$ cat src/rtl/mult_result_bcd_reader.sv
// mult_result_bcd_reader: captures the signed product on a rising done and converts it to sign + packed BCD.
// A double-dabble engine processes one magnitude bit per clock; results publish after WIDTH clocks.
module mult_result_bcd_reader #(
    parameter int WIDTH  = 16,
    parameter int DIGITS = 5
) (
    input  logic                  clk,
    input  logic                  rst,
    input  logic [WIDTH-1:0]      resultado,
    input  logic                  done,
    input  logic                  valid,
    output logic                  sign,
    output logic [4*DIGITS-1:0]   bcd,
    output logic                  bcd_valid,
    output logic                  busy
);
    localparam int BW = 4 * DIGITS;
    localparam int CW = $clog2(WIDTH);

    typedef enum logic [1:0] {IDLE, CONVERT, HOLD} state_t;

    state_t           state;
    logic             done_q, sign_int, cap;
    logic [CW-1:0]    cnt;
    logic [BW-1:0]    acc, adj;
    logic [WIDTH-1:0] mag, mag_in;

    assign cap    = done & ~done_q;
    assign mag_in = resultado[WIDTH-1] ? -resultado : resultado;

    for (genvar i = 0; i < DIGITS; i++) begin : g_adj
        assign adj[4*i +: 4] = (acc[4*i +: 4] >= 4'd5) ? acc[4*i +: 4] + 4'd3 : acc[4*i +: 4];
    end

    always_ff @(posedge clk or posedge rst) begin
        if (rst) begin
            state     <= IDLE;
            done_q    <= 1'b0;
            sign_int  <= 1'b0;
            cnt       <= '0;
            acc       <= '0;
            mag       <= '0;
            sign      <= 1'b0;
            bcd       <= '0;
            bcd_valid <= 1'b0;
            busy      <= 1'b0;
        end else begin
            done_q <= done;
            if (valid) begin
                state     <= IDLE;
                sign      <= 1'b0;
                bcd       <= '0;
                bcd_valid <= 1'b0;
                busy      <= 1'b0;
            end else begin
                case (state)
                    CONVERT: begin
                        {acc, mag} <= {adj, mag} << 1;
                        cnt        <= cnt + 1'b1;
                        if (cnt == CW'(WIDTH - 1)) begin
                            bcd       <= {adj[BW-2:0], mag[WIDTH-1]};
                            sign      <= sign_int;
                            bcd_valid <= 1'b1;
                            busy      <= 1'b0;
                            state     <= HOLD;
                        end
                    end
                    default: begin
                        if (cap) begin
                            mag       <= mag_in;
                            sign_int  <= resultado[WIDTH-1] & (|resultado);
                            acc       <= '0;
                            cnt       <= '0;
                            busy      <= 1'b1;
                            bcd_valid <= 1'b0;
                            state     <= CONVERT;
                        end
                    end
                endcase
            end
        end
    end
endmodule

$ cat config.mk
export PLATFORM = sky130hd
export DESIGN_NAME = mult_result_bcd_reader
export DESIGN_NICKNAME = d
export VERILOG_FILES = /design/src/rtl/mult_result_bcd_reader.sv
export SDC_FILE = /design/constraint.sdc
export NUM_CORES = 1
export LEC_CHECK = 0
export CORE_MARGIN = 2
export CORE_UTILIZATION = 50
export DETAILED_ROUTE_END_ITERATION = 7
export PLACE_DENSITY = 0.76
export SYNTH_ARGS = -nofsm -noshare
export SYNTH_HDL_FRONTEND = slang
export SYNTH_SLANG_ARGS = --single-unit
$ cat constraint.sdc
create_clock -name clk -period 2.1 [get_ports clk]
set_input_delay 0.525 -clock clk [delete_from_list [all_inputs] [get_ports clk]]
set_output_delay 0.525 -clock clk [all_outputs]
set_load 0.01 [all_outputs]
Word-level counts from Yosys, hierarchy flattened
Cells that the tools add are included.
{ "op_classes": {"n_reduce_logical": 9, "bitwise_logic": 5, "add_sub_neg": 7, "magnitude_cmp": 5, "eq_ne": 3, "muxes": 30} }
{ "op_table": {"columns": ["op", "count"], "rows": [
  ["20-bit two-way mux", 5],
  ["16-bit two-way mux", 3],
  ["4-bit two-way mux", 6],
  ["4-bit by 3-bit greater-or-equal comparator with 1-bit output (second input constant)", 5],
  ["4-bit by 2-bit adder with 4-bit output (second input constant)", 4],
  ["16-bit negator", 1],
  ["16-bit OR reduction", 1],
  ["1-bit two-way mux", 11],
  ["2-bit two-way mux", 4],
  ["2-bit AND reduction", 3],
  ["2-bit nonzero test", 3],
  ["4-bit by 1-bit adder with 4-bit output (second input constant)", 1],
  ["4-bit == test (second input constant)", 1],
  ["3-bit by 2-bit adder with 3-bit output (second input constant)", 1],
  ["3-bit two-way mux", 1],
  ["3-bit inequality test (second input constant)", 1],
  ["1-bit inverter", 3],
  ["3-bit AND reduction", 1],
  ["3-bit nonzero test", 1],
  ["1-bit AND", 2],
  ["2-bit by 1-bit == test with 1-bit output (second input constant)", 1]
]} }
{ "totals": {"register_bits": 67, "input_bits": 20, "word_cells": 69, "output_inout_bits": 23} }

Depth between registers and ports, before layout
Gate-level depths: netlist of the first run.
{ "logic_depth": {"word_depth": 5, "mapped_depth": 7, "depth_no_buf": 7} }

Worst setup path before layout of the first run
OpenSTA, ideal clock, no wires.
{ "synth_timing": {"kind": "input to register", "start": "input port resultado[5]", "end": "register mag[13]", "arrival_ns": 1.940, "t_required_ns": 1.973, "slack_ns": 0.033, "stages": 5, "cell_sequence": "or4_4 or4_4 o21ai_1 mux2i_1 nand3_1"} }
{ "synth_between": {"elab_chain_len": 4} }
{ "synth_lines": {"columns": ["item", "line_no", "rtl"], "rows": [
  ["start: declaration", "9", "input logic [WIDTH-1:0] resultado,"],
  ["16-bit negator", "29", "assign mag_in = resultado[WIDTH-1] ? -resultado : resultado;"],
  ["16-bit two-way mux", "29", null],
  ["16-bit two-way mux", "69", "if (cap) begin"],
  ["16-bit two-way mux", "56", "case (state)"],
  ["end signal: assignment", "58", "{acc, mag} <= {adj, mag} << 1;"],
  ["end signal: assignment", "70", "mag <= mag_in;"],
  ["end: declaration", "26", "logic [WIDTH-1:0] mag, mag_in;"]
]} }
No other way between the ends. The select of a mux whose other input is x is not followed.
A chain may end at the register's enable or synchronous reset.

Worst setup path after layout of the first run
{ "layout_timing": {"start": "input port resultado[8]", "end": "register mag[15]"} }
The elaborated chain is that of the path after synthesis.

==> results of run 1 <==
-- metrics by stage --
stage               util (%)  std cells
global route           67.16        501
global placement       63.83        484
floorplan                  -        346
CTS                    66.75        501
finish                 67.16        501
detailed placement     63.83        484
-- where the power goes --
part	switching, mW	internal [mW]
Sequential	0.0732	1.36
Clock	0.463	0.488
Combinational	0.221	0.193
-- worst reg2reg max path, cell delays in order, from the launching register on --
cell	delay (ns)
dfrtp_1	0.39
ha_1	0.19
and3_1	0.28
and2_0	0.19
buf_4	0.25
nor2_1	0.12
a22o_1	0.25
-- cell type report --
type,instances,share of cell area (%)
well taps,77,2.246
repair buffers,80,17.07
inverters,14,1.313
clock inverters,3,0.3501
multi-input cells,249,37.40
clock buffers,13,3.705
flip-flops and latches,65,37.92
-- layout by cell type (no fill, tap or decap), types with 4 or more instances in the layout --
cell and n:
ha_1 12, clkdlybuf4s50_1 36, a22oi_1 9, inv_1 13
clkbuf_8 11, nand3_1 4, nand2_1 53, o21ai_1 7
a22o_1 10, o21ai_0 26, mux2i_1 6, xor2_1 14
dfrtp_1 65, nand2b_1 8, xnor2_1 7, nor2_1 15
a21oi_1 22, buf_4 36, nor3_1 11, o31ai_1 5
a32o_1 4, a21o_1 5
-- synthesized netlist by cell type (all sizes together), types with 2 or more instances --
master,number
dfrtp,65
a21o,5
a311oi,3
nor3b,2
nor2b,2
nor2,15
mux2i,6
nand3,4
or4,3
xnor2,7
and3,2
a32o,4
a21oi,22
a22o,10
xor2,14
nand2b,8
clkbuf,17
nand2,53
ha,12
or3,4
inv,14
a211oi,2
o21ai,35
o22ai,3
o31ai,8
a22oi,9
nor3,11
-- layer usage --
metal	wire length [µm]	vias up	global-route usage, %	part of all wire, %
met3	389	18	7.411	5.1
li1	-	1370	-	-
met2	3910	73	37.50	52
met1	3083	1357	26.77	41
met4	175	0	8.802	2.3
met5	0	-	0	0
-- cells by family (layout without fill, tap and decap cells) --
group                    after synthesis  count (layout)
AO/OA/AOI/OAI                        102             102
multiplexers                           6               6
adder cells (fa/ha/maj)               12              12
XOR/XNOR                              21              21
AND/OR/NAND/NOR                      108             108
buffers and inverters                 32             110
flip-flops                            65              65
-- worst min-delay path by stage --
| stage | endpoint | start | slack, ns |
|---|---|---|---|
| after global placement | mag[0] | mag[0] | 0.46 |
| after detailed placement | cnt[3] | cnt[3] | 0.47 |
| after global routing | cnt[3] | cnt[3] | 0.50 |
| final | cnt[3] | cnt[3] | 0.48 |
| after floorplan | sign_int | sign_int | 0.45 |
| after CTS | cnt[3] | cnt[3] | 0.48 |
-- what timing repair did --
action | CTS | global route
pin swaps | 4 | 4
resized for setup | 7 | 5
setup endpoints to repair | 7 | 6
buffers inserted | 1 | 0
-- sequential cells by signal, indices dropped and copies added, names as in the netlist --
name / count
bcd_valid: 1
acc: 20
cnt: 4
sign_int: 1
state: 1
bcd: 20
done_q: 1
mag: 16
sign: 1
==> reports/results.ini, run 1 <==
[synthesis]
synthFlopType=dfrtp_1
netlist_area_mm2=0.003322
synth-simple-area-share_pct=15.22
synth_seq_cells=65
yosys_warnings=0
synthAdderAreaFrac_pct=4.520
synthArstFlopShare_pct=100.0
synth_top_area_share_pct=48.96
synth_top_cells_by_area=dfrtp_1 (49%), nand2_1 (6.0%), ha_1 (4.5%)
yosysSeqAreaShare_pct=48.96
synthCells=346
synth.mux.area_fraction_pct=1.808
synth_nets=378
synth_top_family_by_area=compound AO/OA/AOI/OAI gates
ys_types=37
synth_edf_count=0
synth_compound_area_share_pct=20.30
yosysTopAreaCell=dfrtp_1
synthXorXnorAreaFrac_pct=5.537
synth_area_per_cell_um2=9.601

[timing]
skew_ns=0.006910
rsz0062_at_grt=yes
drv_slew=0
post-route-period-util_pct=99.72
relSlewSlack_pct=75.13
setup_viol=0
worst_slack_ns=0.005868
whs_ns=0.4849
hold_viol=0
fmax_ghz=0.4775
tightest_slew_ns=0.3721
fin_crit_ns=2.094
tns_ns=0

[cts]
cts_num_sinks=65
cts_tree=yes
clk_pin_slew_worst_paths_ns=0.06
insertion_delay_ns=0.35
clockBufferDepth=2
cts_made_buffers=9
holdBufCountCts=0
cts_root_buffer=clkbuf_8
cts_max_level=3

[grt]
antenna_found_initial=0
grt_max_degree=66
grt_pass1_wl_mm=12.79
grt_pass1_vias=2796
overflow=0
grt_usage_pct=22.39

[setup_path]
reg2reg_depth=6
crit_required_ns=2.38
reg2reg_to=bcd[12]
rrSetupSlack_ns=0.32
cpLargestDelayFamily=simple AND/OR/NAND/NOR gates
crit_chain=clkdlybuf4s50_1 -> or4_4 -> or3_4 -> nor4_1 -> a21oi_1 -> o21ai_2
crit_cells=6
crit_start=resultado[8]
crit_end=mag[15]
crit_type=in -> reg
crit_buf_inv=1
critPathMaxStageDelay_ns=0.49
crit_arrival_ns=2.37
critPathCaptureType=flop
worstSetupStartpointType=input pin
crit_path_top_delay_cell=or4_4
crit_path_max_fanout=3
reg2reg_from=cnt[0]

[status]
status=finished, final reports clean

[die]
num_rows=29
die-area_mm2=0.007312
io_pins=43
initial_utilization_pct=52.02
core_mm2=0.006386
dieHeight_um=85.51
die_w_um=85.51

[route]
drtIter0Drc=124
antenna_left=0
vias=2818
drc_errors=0
viasPerCell=5.625
routed_wl_mm=7.559
firstDrtPassIters=4
avgRoutedWirePerCell_um=15.09

[place]
dp_slack_ns=-0.4677
gp_congestion=0.8533
hpwl_mm=5.226
io_buffer_count=42
dpl_cell_area_mm2=0.004076

[final_layout]
regArea_mm2=0.001627
multiInputGateArea_mm2=0.001604
layout-drive-gt1-share_pct=15.09
final_area_mm2=0.004289
fill_cells=500
num_antenna_cells=0
area_delta_synth_final_pct=29.11
layout.nets=451

[power]
p_per_area_mw_per_mm2=651.7
finalPower_mw=2.795
p_leak_nw=1.937
max-vdd-ir-drop_v=0.0005087

[run]
maxCapViolCount=0

[worst_hold_path]
hold_path_depth=1
hp-class=reg -> reg

Note: power is estimated with default switching activity, not from simulation.
==> inputs of run 2 (changes only) <==
- SKIP_CTS_REPAIR_TIMING: not set -> 1
==> run 2 against run 1 <==
Compared with the run above:
- clock skew about the same
- non-clock buffer count down 1
- critical path depth unchanged
- fmax up 4.0%
- sequential cell count unchanged
- setup slack better by 0.080 ns
- clock power about the same
- worst hold slack better by 0.00078 ns
- via count up 0.28%
- utilization up 0.059 points
- design area about the same
- combinational power about the same
- critical endpoint is now mag[13]
- largest cell class unchanged
==> reports/results.ini, run 2 (same netlist as run 1, synthesis figures left out) <==
[status]
status=finished, final reports clean

[setup_path]
cp_common_cell=or4_4
crit_path_top_delay_cell=or4_4
critPathMaxStageDelay_ns=0.58
crit_type=in -> reg
critPathCaptureType=flop
crit_path_max_fanout=5
crit_arrival_ns=2.24
reg2reg_from=cnt[0]
crit_chain=dlymetal6s2s_1 -> or4_4 -> or4_4 -> o21ai_2 -> mux2i_1 -> nand3_1
crit_required_ns=2.32
worstSetupStartpointType=input pin
crit_start=resultado[3]

[grt]
antenna_found_initial=0
grt_usage_pct=22.17
overflow=0
grt_pass1_vias=2773
grt_max_degree=66
grt_pass1_wl_mm=12.67

[timing]
tns_ns=0
rsz0062_at_grt=no
whs_ns=0.4857
drv_slew=0
fin_crit_ns=2.014
worst_slack_ns=0.08596
tightest_slew_ns=0.3797
setup_viol=0
post-route-period-util_pct=95.91
relSlewSlack_pct=74.62
fmax_ghz=0.4965
skew_ns=0.007347
hold_viol=0

[cts]
cts_root_buffer=clkbuf_8
cts_made_buffers=9
clk_pin_slew_worst_paths_ns=0.07
clockBufferDepth=2
insertion_delay_ns=0.34
cts_max_level=3
cts_num_sinks=65
cts_tree=yes

[place]
gp_congestion=0.8533
hpwl_mm=5.226
dp_slack_ns=-0.4677
dp_cells=484
dpl_cell_area_mm2=0.004076
io_buffer_count=42

[power]
p_leak_nw=1.972
p_per_area_mw_per_mm2=650.6
max-vdd-ir-drop_v=0.0005109

[die]
num_rows=29
initial_utilization_pct=52.02
core_mm2=0.006386
dieHeight_um=85.51
die_w_um=85.51
die-area_mm2=0.007312
io_pins=43

[route]
drc_errors=0
avgRoutedWirePerCell_um=15.04
vias=2826
viasPerCell=5.652
firstDrtPassIters=4
routed_wl_mm=7.521
drtIter0Drc=124
antenna_left=0

[run]
maxCapViolCount=0

[final_layout]
layout-drive-gt1-share_pct=14.66
reg.largest.list=acc x20, bcd x20, mag x16
num_antenna_cells=0
final_cell_mix=dfrtp_1 (65), nand2_1 (53), clkdlybuf4s50_1 (35), buf_4 (35), o21ai_0 (26)
area_delta_synth_final_pct=29.23
layout.nets=450
finalNonFillerCells=500
final_common_cell=dfrtp_1
final_area_mm2=0.004293

[worst_hold_path]
hp-class=reg -> reg
min_from=cnt[3]

-- run 2: changes by cell type in the layout (fill, tap and decap cells not counted), sizes merged --
cell | previous run | this run
dlymetal6s2s | 2 | 7
buf | 38 | 37
dlygate4sd2 | 3 | 0
clkdlybuf4s50 | 36 | 35
clkdlybuf4s15 | 1 | 0
-- run 2: cell type report --
class	instances	area, µm²
Inverter	14	56.30
Tap cell	77	96.34
Clock inverter	3	15.01
Clock buffer	13	158.9
Timing Repair Buffer	79	740.7
Sequential cell	65	1627
Fill cell	491	2093
Multi-Input combinational cell	249	1599
-- run 2: metal layers --
layer / share of wire (%) / global-route usage [%] / routed length [µm]
met5: 0 / 0 / 0
met4: 2.4 / 8.802 / 182
met3: 4.5 / 7.411 / 341
met2: 51 / 36.79 / 3835
met1: 42 / 26.71 / 3162
-- run 2: worst paths after layout --
| kind | to | slack [ns] | cells past startpoint |
|---|---|---|---|
| max reg2reg | bcd[12] | 0.32 | 6 |
| max | mag[13] | 0.09 | 6 |
| min | cnt[3] | 0.49 | 1 |
| max in group asynchronous | acc[17] | 1.21 | 3 |
| min reg2reg | cnt[3] | 0.49 | 1 |
| min in group asynchronous | bcd[3] | 0.61 | 3 |
-- run 2: through the flow --
step	utilization, %	total power, mW
4_1_cts	66.56	2.808
2_1_floorplan	-	1.687
6_report	67.22	2.793
3_5_place_dp	63.83	1.864
5_1_grt	67.22	2.937
3_3_place_gp	63.83	1.844
-- run 2: power breakdown --
group	internal, mW	switching [mW]	leakage (nW)
Combinational	0.193	0.220	1.00
Clock	0.488	0.461	0.0932
Sequential	1.36	0.0734	0.875
-- run 2: critical path: cells and delay by family --
kind / cells / cell delay [ns]
and+or+nand+nor: 3 / 1.21
muxes: 1 / 0.20
AOI/OAI and AO/OA: 1 / 0.17
buffers and inverters: 1 / 0.13
